$ cat src/rtl/aud_pkg.sv
// Shared definitions for the audio capture sequencer: sizes, states, register map.
// No logic beyond a pure sign-extension helper.
// Imported by the capture controller and its testbench.
package aud_pkg;

    localparam int SAMPLE_W = 24;
    localparam int ADDR_W   = 11;
    localparam int DEPTH    = 2048;

    // State codes are visible to the host through STATUS[2:0]
    typedef enum logic [2:0] {
        ST_IDLE    = 3'd0,
        ST_ARMED   = 3'd1,
        ST_CAPTURE = 3'd2,
        ST_DRAIN   = 3'd3,
        ST_READY   = 3'd4
    } cap_state_t;

    localparam logic [15:0] REG_CTRL   = 16'd0;
    localparam logic [15:0] REG_LENGTH = 16'd1;
    localparam logic [15:0] REG_THRESH = 16'd2;
    localparam logic [15:0] REG_STATUS = 16'd3;
    localparam logic [15:0] REG_DATA   = 16'd4;

    function automatic logic [31:0] sext32(input logic [SAMPLE_W-1:0] s);
        return {{(32-SAMPLE_W){s[SAMPLE_W-1]}}, s};
    endfunction

endpackage

$ cat src/rtl/aud_trigger_detect.sv
// Amplitude trigger: |sample| >= threshold, threshold treated as unsigned magnitude.
// Purely combinational, zero latency.
// No flow control; evaluated every cycle, qualified by the caller.
module aud_trigger_detect #(
    parameter int SAMPLE_W = 24
) (
    input  logic [SAMPLE_W-1:0] sample,
    input  logic [SAMPLE_W-1:0] thresh,
    output logic                hit
);

    logic [SAMPLE_W-1:0] mag;

    // Two's complement negate as unsigned; the most negative value maps to
    // 2**(SAMPLE_W-1), which is exactly the saturated magnitude.
    always_comb begin
        mag = sample[SAMPLE_W-1] ? (~sample + SAMPLE_W'(1)) : sample;
        hit = (mag >= thresh);
    end

endmodule

$ cat src/rtl/aud_capture_ctrl.sv
// Audio capture sequencer: arm/trigger, capture N samples to BRAM, serve them via DATA reads.
// readdata 1 cycle after read; BRAM write port is combinational from advance.
// No backpressure: advance strobes are never stalled; DATA reads in READY need >=2 cycle spacing.
module aud_capture_ctrl #(
    parameter int SAMPLE_W = aud_pkg::SAMPLE_W,
    parameter int ADDR_W   = aud_pkg::ADDR_W,
    parameter int DEPTH    = aud_pkg::DEPTH
) (
    input  logic                clk,
    input  logic                reset,
    input  logic                advance,
    input  logic [SAMPLE_W-1:0] sample_in,
    input  logic                chipselect,
    input  logic                write,
    input  logic                read,
    input  logic [15:0]         address,
    input  logic [31:0]         writedata,
    output logic [31:0]         readdata,
    output logic [ADDR_W-1:0]   ram_addr,
    output logic                ram_we,
    output logic [SAMPLE_W-1:0] ram_din,
    input  logic [SAMPLE_W-1:0] ram_dout,
    output logic                busy,
    output logic                done
);

    import aud_pkg::*;

    localparam logic [ADDR_W:0] DEPTH_L = (ADDR_W+1)'(DEPTH);

    cap_state_t          state;
    logic [ADDR_W-1:0]   wr_ptr;
    logic [ADDR_W-1:0]   rd_ptr;
    logic [ADDR_W-1:0]   last_idx;      // working copy: clamped LENGTH minus one
    logic [ADDR_W:0]     len_sh;
    logic [SAMPLE_W-1:0] thresh_sh;
    logic [SAMPLE_W-1:0] thresh_w;
    logic [SAMPLE_W-1:0] last_sample;   // passthrough value for DATA reads outside READY

    logic                host_wr, host_rd;
    logic                ctrl_wr, start, abort;
    logic                trig_hit;
    logic                cap_wr;
    logic [ADDR_W-1:0]   last_idx_next;
    logic [ADDR_W-1:0]   cur_ptr;
    logic [31:0]         status_word;
    logic                unused_wdata;

    assign unused_wdata = ^writedata[31:SAMPLE_W];

    aud_trigger_detect #(.SAMPLE_W(SAMPLE_W)) u_trig (
        .sample (sample_in),
        .thresh (thresh_w),
        .hit    (trig_hit)
    );

    // Host decode, capture qualification and BRAM port steering
    always_comb begin
        host_wr = chipselect & write;
        host_rd = chipselect & read;
        ctrl_wr = host_wr && (address == REG_CTRL);
        abort   = ctrl_wr & writedata[1];
        start   = ctrl_wr & writedata[0] & ~writedata[1];

        // A LENGTH of DEPTH has zero low bits, so the subtraction wraps to all-ones as wanted
        if ((len_sh == '0) || (len_sh > DEPTH_L))
            last_idx_next = '1;
        else
            last_idx_next = len_sh[ADDR_W-1:0] - ADDR_W'(1);

        // An advance coincident with a CTRL command or reset is never captured
        cap_wr = advance && !reset && !start && !abort &&
                 ((state == ST_CAPTURE) || ((state == ST_ARMED) && trig_hit));

        ram_we   = cap_wr;
        ram_din  = cap_wr ? sample_in : '0;
        ram_addr = ((state == ST_CAPTURE) || (state == ST_ARMED)) ? wr_ptr : rd_ptr;
        cur_ptr  = ram_addr;
        busy     = (state != ST_IDLE);

        status_word                 = '0;
        status_word[2:0]            = state;
        status_word[3]              = done;
        status_word[ADDR_W+15:16]   = cur_ptr;
    end

    // Sequencer, shadow registers and registered read data
    always_ff @(posedge clk) begin
        if (reset) begin
            state       <= ST_IDLE;
            wr_ptr      <= '0;
            rd_ptr      <= '0;
            last_idx    <= '0;
            len_sh      <= '0;
            thresh_sh   <= '0;
            thresh_w    <= '0;
            last_sample <= '0;
            done        <= 1'b0;
            readdata    <= '0;
        end else begin
            if (host_wr && (address == REG_LENGTH))
                len_sh <= writedata[ADDR_W:0];
            if (host_wr && (address == REG_THRESH))
                thresh_sh <= writedata[SAMPLE_W-1:0];
            if (advance)
                last_sample <= sample_in;

            readdata <= '0;
            if (host_rd) begin
                case (address)
                    REG_STATUS: readdata <= status_word;
                    REG_DATA:   readdata <= (state == ST_READY) ? sext32(ram_dout)
                                                                : sext32(last_sample);
                    default:    readdata <= '0;
                endcase
            end

            if (abort) begin
                state <= ST_IDLE;
            end else if (start) begin
                state    <= writedata[2] ? ST_ARMED : ST_CAPTURE;
                wr_ptr   <= '0;
                rd_ptr   <= '0;
                done     <= 1'b0;
                last_idx <= last_idx_next;
                thresh_w <= thresh_sh;
            end else begin
                case (state)
                    ST_ARMED, ST_CAPTURE: begin
                        if (cap_wr) begin
                            wr_ptr <= wr_ptr + ADDR_W'(1);
                            state  <= (wr_ptr == last_idx) ? ST_DRAIN : ST_CAPTURE;
                        end
                    end
                    ST_DRAIN: state <= ST_READY;
                    ST_READY: begin
                        if (host_rd && (address == REG_DATA)) begin
                            rd_ptr <= rd_ptr + ADDR_W'(1);
                            if (rd_ptr == last_idx) begin
                                done  <= 1'b1;
                                state <= ST_IDLE;
                            end
                        end
                    end
                    default: state <= ST_IDLE;
                endcase
            end
        end
    end

endmodule

$ cat config.mk
export PLATFORM = sky130hd
export DESIGN_NAME = aud_capture_ctrl
export DESIGN_NICKNAME = d
export VERILOG_FILES = /design/src/rtl/aud_pkg.sv /design/src/rtl/aud_trigger_detect.sv /design/src/rtl/aud_capture_ctrl.sv
export SDC_FILE = /design/constraint.sdc
export NUM_CORES = 1
export LEC_CHECK = 0
export CAP_MARGIN = 40
export CORE_ASPECT_RATIO = 1.75
export CORE_MARGIN = 4
export CORE_UTILIZATION = 55
export DETAILED_ROUTE_END_ITERATION = 6
export MAX_ROUTING_LAYER = met4
export PLACE_DENSITY = 0.86
export RECOVER_POWER = 50
export REMOVE_ABC_BUFFERS = 1
export SKIP_CTS_REPAIR_TIMING = 1
export SLEW_MARGIN = 20
export SYNTH_ARGS = -nofsm -noshare
export SYNTH_HDL_FRONTEND = slang
export SYNTH_SLANG_ARGS = --single-unit
$ cat constraint.sdc
create_clock -name clk -period 11 [get_ports clk]
set_clock_uncertainty 0.05 [all_clocks]
set_input_delay 2.2 -clock clk [delete_from_list [all_inputs] [get_ports clk]]
set_output_delay 2.2 -clock clk [all_outputs]
set_load 0.005 [all_outputs]
==> metrics.yaml <==
outcome: "finished with violations"
violations: "capacitance limit, slew limit"
port_buffers: 163
wl_met3_um: 1290
dieArea_um2: 15700
ys.flop_type: "dfxtp_1"
nets: 1199
num_io_pins: 172
setup_tns_ns: 0
tritoncts: "yes"
clk_pin_slew_ns: 0.06
synth_xor_area_share_pct: 7.19
yosysWarnings: 0
synthTopCellsByArea: "dfxtp_1, nand2_1, a21oi_1"
fmax_mhz: 103
clockRootBuffer: "clkbuf_16"
die_x_um: 96.6
synthAdderAreaFrac_pct: 4.64
hold_path_depth: 2
start_util_pct: 56.1
setup_ws_ns: 1.31
crit_path_end_kind: "primary output"
setup_viol: 0
hold_start: "thresh_sh[0]"
num_rows: 56
critPathKind: "input port to primary output"
grt-ovfl-total: 0
gp_congestion: 0.929
gr-usage-all-layers_pct: 28.3
vdd.ir_drop.worst_mv: 0.123
worstPathCellList: "clkdlybuf4s50_1 -> or4_4 -> nor4_4 -> nand3_1 -> or4_4 -> o41ai_2 -> xnor2_1 -> ha_1 -> nand4_1 -> or4_1 -> nor3_1 -> o211a_2 -> and3_1 -> clkdlybuf4s50_1"
synthMuxAreaShare_pct: 6.43
period_share_pct: 88.1
post-route-drc-count: 0
met1_length_um: 8280
htreeDepth: 4
ys_types: 54
maxCapViolCount: 1
hold_viol: 0
drt_first_pass_iters: 7
synth_edf_count: 0
cp-start-kind: "input port"
netlist_area_um2: 7550
finalWirelength_um: 21800
synthCells: 930
cp_slowest_stage_delay_ns: 0.66
synthSimpleGateAreaFrac_pct: 24.3
numCtsBuffers: 17
ys_ff_latch: 149
r2r-start: "thresh_w[23]"
syn2layout_area_growth_pct: 30.9
core_um2: 13500
synth_compound_area_share_pct: 12.9
cp.arrival_ns: 7.44
drive_gt1_share_pct: 6.56
reg2regPathDepth: 9
fp.dieH_um: 163
cp_max_fo: 28
grt_max_degree: 70
drv_slew: 28
yosys.area.top_type_share_pct: 39.5
worst_path_max_delay_cell: "or4_4"
final_util_pct: 73.5
highest_layer: "met4"
async_flop_share_pct: 0
drtIter0Drc: 489
yosys.area.top_type: "dfxtp_1"
crit_required_ns: 8.75
pre_cts_ws_ns: 1.41
yosysSeqAreaShare_pct: 39.5
vias: 7170
layout_min_cycle_time_ns: 9.69
clock_sinks: 149
wl_per_cell_um: 17.4
worst_pin_slew_ns: 1.87
yosysMostFrequentCell: "nand2_1"
synth_commonest_cells: "nand2_1, dfxtp_1, a21oi_1, nor2_1, clkbuf_1"
rsz0062_at_grt: "false"
dr_wl_met2_um: 11500
power.leakage_nw: 3.99
p_per_area_nw_per_um2: 145
clock_latency_ns: 0.42
min_path_type: "flop to flop"
cp-startpoint: "sample_in[6]"
antenna_cells: 0
antenna_found_initial: 0
vias_per_cell: 5.71
syn_area_per_cell_um2: 8.12
max-clock-path-buffers: 2
relSlewSlack_pct: -24.9
grt_pass1_vias: 6840
grt_pass1_wl_um: 33400
dp_hpwl_um: 15500
antenna_left: 0
synth_top_family_by_area: "simple AND/OR/NAND/NOR gates"
-- metrics by stage --
stage | area, um^2 | hold WS (ns) | total power [mW] | std cells
final | 9880 | 0.401 | 1.43 | 1256
after detailed placement | 9270 | 0.393 | 0.826 | 1222
after global routing | 9880 | 0.422 | 1.47 | 1256
after CTS | 9880 | 0.403 | 1.43 | 1254
after floorplan | 7290 | 0.376 | 0.693 | 871
after global placement | 9220 | 0.389 | 0.814 | 1217
-- flip-flops by register name, summed over array words and instances (netlist names) --
name,flops
readdata,28
len_sh,12
last_idx,11
last_sample,24
thresh_w,24
rd_ptr,11
thresh_sh,24
wr_ptr,11
done,1
state,3
-- metal layers --
layer	up-vias	global-route usage, %
li1	3482	-
met1	3339	31.7
met2	293	49.2
met3	56	3.84
met4	0	12.5
met5	-	-
-- path summary, 6_finish.rpt --
kind	end	slack, ns
setup reg to reg	wr_ptr[3]	7.98
setup / recovery	ram_din[22]	1.31
hold reg to reg	thresh_sh[0]	0.40
hold / removal	thresh_sh[0]	0.40
-- kinds of logic after synthesis --
logic type	count (synthesis)
compound gates	158
xor+xnor	62
fa+ha+maj	28
buf+inv	92
flops	149
mux	47
simple gates	394
-- cell usage in the layout, fill, tap and decap left out, drive strengths merged, types with 4 or more instances in the layout --
cell type        n
a41o            11
mux2            12
nand2          197
nor2            65
xor2            37
a21oi           95
dlygate4sd3     36
clkinv           5
o21ai           15
nor3            18
a211oi          10
clkdlybuf4s50  126
o22ai            4
inv             36
o31ai            7
mux2i           35
nand4           15
o41ai            4
nor4            11
and3            30
clkbuf          23
dfxtp          149
ha              28
nand3           21
xnor2           25
or4              6
or3             11
buf             13
-- cell type report --
type	count	area [um^2]
Clock buffer	19	443
Clock inverter	13	171
Fill cell	1054	3570
Inverter	33	124
Multi-Input combinational cell	689	4190
Sequential cell	149	2980
Tap cell	174	218
Timing Repair Buffer	179	1750
-- power by group --
part | switching (mW) | internal (mW)
clock network | 0.236 | 0.366
registers | 0.0121 | 0.549
logic | 0.150 | 0.117
-- critical path, delay by kind of cell --
family | cells | cell delay [ns]
adders and majority gates | 1 | 0.32
xor gates and xnor gates | 1 | 0.12
and+or+nand+nor | 8 | 2.73
AOI/OAI and AO/OA | 2 | 0.94
buffers and inverters | 2 | 1.12
Power figures use the tool's default switching activity.
